==> src/rtl/uart_tx_frontend.sv <==
// Wishbone device port and frame shift register for the unbuffered UART transmitter.
// Baud timing and busy/done control live in the external transmit controller.
module uart_tx_frontend #(
  parameter int unsigned DAT_WIDTH = 8
) (
  input  logic                 clk_i,
  input  logic                 rst_i,
  // Wishbone classic device port
  input  logic                 cyc_i,
  input  logic                 stb_i,
  input  logic                 we_i,
  input  logic [DAT_WIDTH-1:0] dat_i,
  output logic [DAT_WIDTH-1:0] dat_o,
  output logic                 ack_o,
  // Transmit controller side
  output logic                 request,
  output logic [DAT_WIDTH-1:0] write_data,
  input  logic [DAT_WIDTH-1:0] read_data,
  input  logic                 ack,
  input  logic                 load,
  input  logic                 shift,
  // Serial line
  output logic                 uart_tx
);

  localparam int unsigned FrameWidth = DAT_WIDTH + 2;

  logic [FrameWidth-1:0] frame_q, frame_d;

  // Bus front-end holds no state; every transfer is framed by cyc/stb and ended by ack.
  always_comb begin
    request    = cyc_i & stb_i;
    write_data = dat_i;
    dat_o      = read_data;
    ack_o      = request & ack;
  end

  // we_i is intentionally ignored: the transmitter treats every access as a send request.
  logic unused_we;
  assign unused_we = we_i;

  // load beats shift so a coincident pair always starts a fresh frame.
  always_comb begin
    frame_d = frame_q;
    if (load) begin
      frame_d = {1'b1, write_data, 1'b0};
    end else if (shift) begin
      frame_d = {1'b1, frame_q[FrameWidth-1:1]};
    end
  end

  always_ff @(posedge clk_i) begin
    if (rst_i) begin
      frame_q <= '1;
    end else begin
      frame_q <= frame_d;
    end
  end

  assign uart_tx = frame_q[0];

endmodule

==> config.mk <==
export PLATFORM = sky130hd
export DESIGN_NAME = uart_tx_frontend
export DESIGN_NICKNAME = d
export VERILOG_FILES = /design/src/rtl/uart_tx_frontend.sv
export SDC_FILE = /design/constraint.sdc
export NUM_CORES = 1
export LEC_CHECK = 0
export ABC_AREA = 1
export BUFFER_PORTS_ARGS = -buffer_cell sky130_fd_sc_hd__buf_2
export CORE_MARGIN = 5
export CORE_UTILIZATION = 25
export CTS_CLUSTER_DIAMETER = 30
export DETAILED_ROUTE_END_ITERATION = 10
export REMOVE_ABC_BUFFERS = 1
export SLEW_MARGIN = 20
export SYNTH_ARGS = -nofsm -noshare
export SYNTH_HDL_FRONTEND = slang
export SYNTH_SLANG_ARGS = --single-unit
==> constraint.sdc <==
create_clock -name clk_i -period 0.8 [get_ports clk_i]
set_input_delay 0.16 -clock clk_i [delete_from_list [all_inputs] [get_ports clk_i]]
set_output_delay 0.16 -clock clk_i [all_outputs]
set_load 0.02 [all_outputs]
==> results of run 1 <==
[layer usage]
layer | vias up | GRT usage
met5 | - | 0
met4 | 0 | 0.02980
met3 | 0 | 0.05287
met2 | 31 | 0.1238
met1 | 216 | 0.08424
li1 | 261 | -
[layout make-up]
class | count | area [um2]
Sequential cell | 9 | 181.4
Tap cell | 28 | 35.03
Fill cell | 239 | 1466
Timing Repair Buffer | 33 | 216.5
Clock buffer | 4 | 26.28
Inverter | 6 | 22.52
Multi-Input combinational cell | 41 | 200.2
[worst min-delay path by stage]
stage                      start          to  slack (ns)
global placement    read_data[0]    dat_o[0]        0.32
global route            dat_i[3]  frame_q[4]        0.13
detailed placement  read_data[0]    dat_o[0]        0.32
CTS                     dat_i[2]  frame_q[3]        0.12
floorplan                  rst_i  frame_q[3]        0.26
finish                  dat_i[2]  frame_q[3]        0.13
[where the power goes]
group | total [mW] | switching [mW] | internal [mW] | leakage [nW]
clock | 0.339 | 0.148 | 0.192 | 0.0150
sequential | 0.504 | 0.0184 | 0.485 | 0.0751
combinational | 0.269 | 0.143 | 0.126 | 0.274
total | 1.11 | 0.309 | 0.803 | 0.364
[kinds of logic after synthesis]
kind of cell           after synthesis
and+or+nand+nor                     34
AOI/OAI and AO/OA                    7
DFF                                  9
buffers and inverters               25
[metrics by stage]
| stage | setup slack [ns] | std cells | area (um2) |
|---|---|---|---|
| 4_1_cts | -0.06482 | 120 | 674.4 |
| 6_report | -0.05155 | 121 | 681.9 |
| 3_5_place_dp | -0.02660 | 116 | 640.6 |
| 3_3_place_gp | -0.006410 | 116 | 640.6 |
| 5_1_grt | -0.07863 | 121 | 681.9 |
| 2_1_floorplan | 0.1464 | 56 | 402.9 |
[placed cells by master, fill, tap and decap left out]
master,synthesis,routed
a21oi_1,7,7
buf_12,0,2
buf_2,0,24
buf_4,16,6
buf_6,2,1
clkbuf_1,0,1
clkbuf_4,0,3
dfxtp_1,9,8
dfxtp_2,0,1
inv_1,5,5
inv_2,1,1
nand2_1,16,16
nand2_2,1,1
nand3_1,15,15
nor2_1,1,1
nor2_8,1,1
[what timing repair did]
item / CTS / global route
pin swaps: 0 / 0
gates cloned: 0 / 0
buffers inserted: 0 / 1
hold buffers: 0 / 0
resized for setup: 3 / 0
setup endpoints to repair: 1 / 1
==> flow_summary.toml, run 1 <==
[global_route]
gr-usage-all-layers = 0.07916
grt_pass1_vias = 488
grt-ovfl-total = 0
grt_max_degree = 10
antenna_found_initial = 0
grt_first_pass_wirelength_um = 2014

[worst_setup_path]
critPathMaxStageDelay_ns = 0.32
crit_chain = "buf_6"
cp.depth = 1
worst_path_max_delay_cell = "dfxtp_2"
critical_path_class = "register to output port"
reg2reg_slack_ns = 0.14
cp.arrival_ns = 0.69
cp.required_ns = 0.64
end_kind = "output port"
crit_start = "frame_q[0]"
crit_path_start_kind = "register"
endpoint = "uart_tx"
crit_family = "flip-flops"
r2r_cells = 3
worst_r2r_endpoint = "frame_q[0]"
worstReg2RegStart = "frame_q[0]"
crit_fanout = 2
cp_num_buf_inv = 1

[synth]
synth_adder_area_share = 0
seq_area_frac_synth = 0.3280
ys_seq_elements = 9
synth-xor-area-share = 0
ys_types = 12
synth_top_area_cell = "dfxtp_1"
muxShareOfSynthArea = 0
synth_commonest_cells = "buf_4, nand2_1, nand3_1, dfxtp_1, a21oi_1"
synthesis.area_um2 = 549.3
synth_top_family_by_area = "buffers and inverters"
synth_top_area_frac = 0.3280
synth_simple_gate_area_frac = 0.3007
synth-compound-area-share = 0.06378
synth-edff-count = 0
netlist_top_cells_area = "dfxtp_1, buf_4, nand3_1"
synth_warnings = 0
syn_inst = 75
avgSynthCellArea_um2 = 7.324
async_flop_share = 0
synth_ff_type = "dfxtp_1"

[layout]
nets = 118
antenna_cells = 0
final_core_util = 0.3174
final_layout_size_suffix_gt1_frac = 0.4301
largest_register = "frame_q"
reg_top3 = "frame_q: 9 flops"
area_growth_pct = 24.15
largest_reg_flops = 9

[sta]
skew_ns = 0.003559
worst_pin_slew_ns = 0.1723
period_share = 1.064
slew_headroom = 0.8851
post-route-worst-setup-slack_ns = -0.05155
finalCriticalPeriod_ns = 0.8516
rsz0062_at_grt = "yes"
hold_viol_final = 0
finalSetupTns_ns = -0.05155
fmax_mhz = 1174
maxSlewViolCount = 0
setup_viol = 1
whs_ns = 0.1279

[placement]
gp_congestion = 0.7418
portBuffers = 25
place_hpwl_um = 968.6

[detailed_routing]
drtIter0Drc = 17
drc = 0
wirelength_um = 1241
ant_nets = 0
top_layer = "met3"
viasPerCell = 4.198
met3_length_um = 181
wl_met2_um = 565
vias = 508
wl_per_cell_um = 10.26
dr.pass1.iters = 6
met1Wirelength_um = 493

[outcome]
status = "finished, violations left"
violations = "setup timing"

[floorplan]
core_um2 = 2148
boundaryPins = 43
dieArea_um2 = 3235
start_util = 0.2557
die_w_um = 56.88
die_h_um = 56.88
std_cell_rows = 17

[cts]
clock-sinks = 9
cts_tree = "yes"
clkTransAtPathRegs_ns = 0.06
clock_latency_ns = 0.25
clk_path_buf_depth = 2
htree_num_levels = 1
root_buffer = "clkbuf_4"
cts_buffers = 3

[power_and_ir_drop]
powerDensity_nw_per_um2 = 1631
p_leak_nw = 0.3640
peakVddDrop_uv = 487.5
power_mw = 1.112

[flow_run]
cap_violations = 0

[worst_hold_path]
hold_depth = 3
hold_class = "input pin to register"
No activity file was read; power rests on OpenSTA's default activity.
==> inputs of run 2 (changes only) <==
Clock period 0.8 ns to 1 ns, I/O delays scaled along.
==> flow_summary.toml, run 2 (synthesized netlist as in run 1, its figures left out) <==
[outcome]
status = "complete, no violations"

[detailed_routing]
viasPerCell = 4.149
dr.pass1.iters = 2
drtIter0Drc = 3
vias = 473
wl_per_cell_um = 10.98
drc = 0
ant_nets = 0
wirelength_um = 1252

[worst_setup_path]
end_kind = "output port"
critical_path_class = "register to output port"
worst_path_max_delay_cell = "dfxtp_1"
crit_path_start_kind = "register"
crit_chain = "buf_2"
cp.arrival_ns = 0.74
cp_num_buf_inv = 1
crit_fanout = 2
worst_r2r_endpoint = "frame_q[3]"
critPathMaxStageDelay_ns = 0.32
crit_start = "frame_q[0]"
r2r_cells = 4
cp.depth = 1
worstReg2RegStart = "frame_q[3]"
reg2reg_slack_ns = 0.40
crit_family = "flip-flops"
endpoint = "uart_tx"
cp.required_ns = 0.80

[global_route]
grt_max_degree = 11
grt_first_pass_wirelength_um = 2139
grt_pass1_vias = 500
antenna_found_initial = 0
grt-ovfl-total = 0
gr-usage-all-layers = 0.08626

[placement]
portBuffers = 25
dp.cells = 110
post-place-ws_ns = 0.08812
gp_congestion = 0.7461
place_hpwl_um = 964.7

[cts]
clk_path_buf_depth = 2
cts_hold_buf = 0
postCtsResizedCells = 0
post-cts-setup-buffers = 0
clock-sinks = 9
clock_latency_ns = 0.25
cts_buffers = 3
clkTransAtPathRegs_ns = 0.06
root_buffer = "clkbuf_4"
htree_num_levels = 1
cts_tree = "yes"

[layout]
nets = 111
largest_register = "frame_q"
antenna_cells = 0
final_layout_size_suffix_gt1_frac = 0.3721
fillers = 253
final_cell_mix = "buf_2, nand2_1, nand3_1"
largest_reg_flops = 9
final_common_cell = "buf_2"
area_growth_pct = 8.656
reg_top3 = "frame_q: 9 flops"
instances_no_fill = 114

[floorplan]
start_util = 0.2557
boundaryPins = 43
std_cell_rows = 17
die_h_um = 56.88
dieArea_um2 = 3235
core_um2 = 2148
die_w_um = 56.88

[sta]
worst_pin_slew_ns = 0.2704
finalSetupTns_ns = 0
period_share = 0.9360
fmax_mhz = 1068
maxSlewViolCount = 0
rsz0062_at_grt = "no"
slew_headroom = 0.8197
skew_ns = 0.001961
setup_viol = 0
hold_viol_final = 0
finalCriticalPeriod_ns = 0.9360
post-route-worst-setup-slack_ns = 0.06404

[power_and_ir_drop]
pwr-share-comb = 0.208
power_uw = 853.3
peakVddDrop_uv = 339.1
swShare = 0.2857
p_switching_uw = 243.8
clock_power_share = 0.322
powerDensity_nw_per_um2 = 1430
p_int_uw = 609.5
pwr-share-seq = 0.470
p_leak_nw = 0.3190

[flow_run]
cap_violations = 0

[worst_hold_path]
hold_class = "input pin to register"
## run 2: worst min-delay path by stage
stage,endpoint,depth (start not counted),slack [ns],from
after floorplan,frame_q[3],2,0.30,rst_i
after global placement,dat_o[0],0,0.40,read_data[0]
after detailed placement,dat_o[0],0,0.40,read_data[0]
after CTS,frame_q[2],3,0.16,dat_i[1]
after global routing,frame_q[3],3,0.18,dat_i[2]
final,frame_q[2],3,0.17,dat_i[1]
## run 2: area by class of cell
| cell class | instances | area [um2] | area share |
|---|---|---|---|
| inverter | 6 | 22.52 | 0.03774 |
| sequential | 9 | 180.2 | 0.3019 |
| tap | 28 | 35.03 | 0.05870 |
| clock buffer | 4 | 26.28 | 0.04403 |
| multi-input combinational | 41 | 200.2 | 0.3354 |
| timing repair buffer | 26 | 132.6 | 0.2222 |
## run 2: power by group through the flow
stage,sequential [mW],combinational (mW),clock (mW)
after global placement,0.408,0.175,0
after CTS,0.401,0.181,0.290
final,0.401,0.177,0.275
after global routing,0.406,0.201,0.304
after detailed placement,0.409,0.180,0
after floorplan,0.410,0.0664,0
## run 2: through the flow
stage               utilization  hold WS (ns)  instance area, um2
detailed placement       0.2656        0.4002               570.5
floorplan                     -        0.2955               402.9
finish                   0.2778        0.1666               596.8
global placement         0.2656        0.4002               570.5
CTS                      0.2778        0.1619               596.8
global route             0.2778        0.1831               596.8
## run 2: layer usage
layer | up-vias | share of wire | global-route usage
li1 | 245 | - | -
met1 | 199 | 0.39 | 0.08992
met2 | 29 | 0.47 | 0.1254
met3 | 0 | 0.14 | 0.06207
met4 | 0 | 0 | 0.04967
met5 | - | 0 | 0
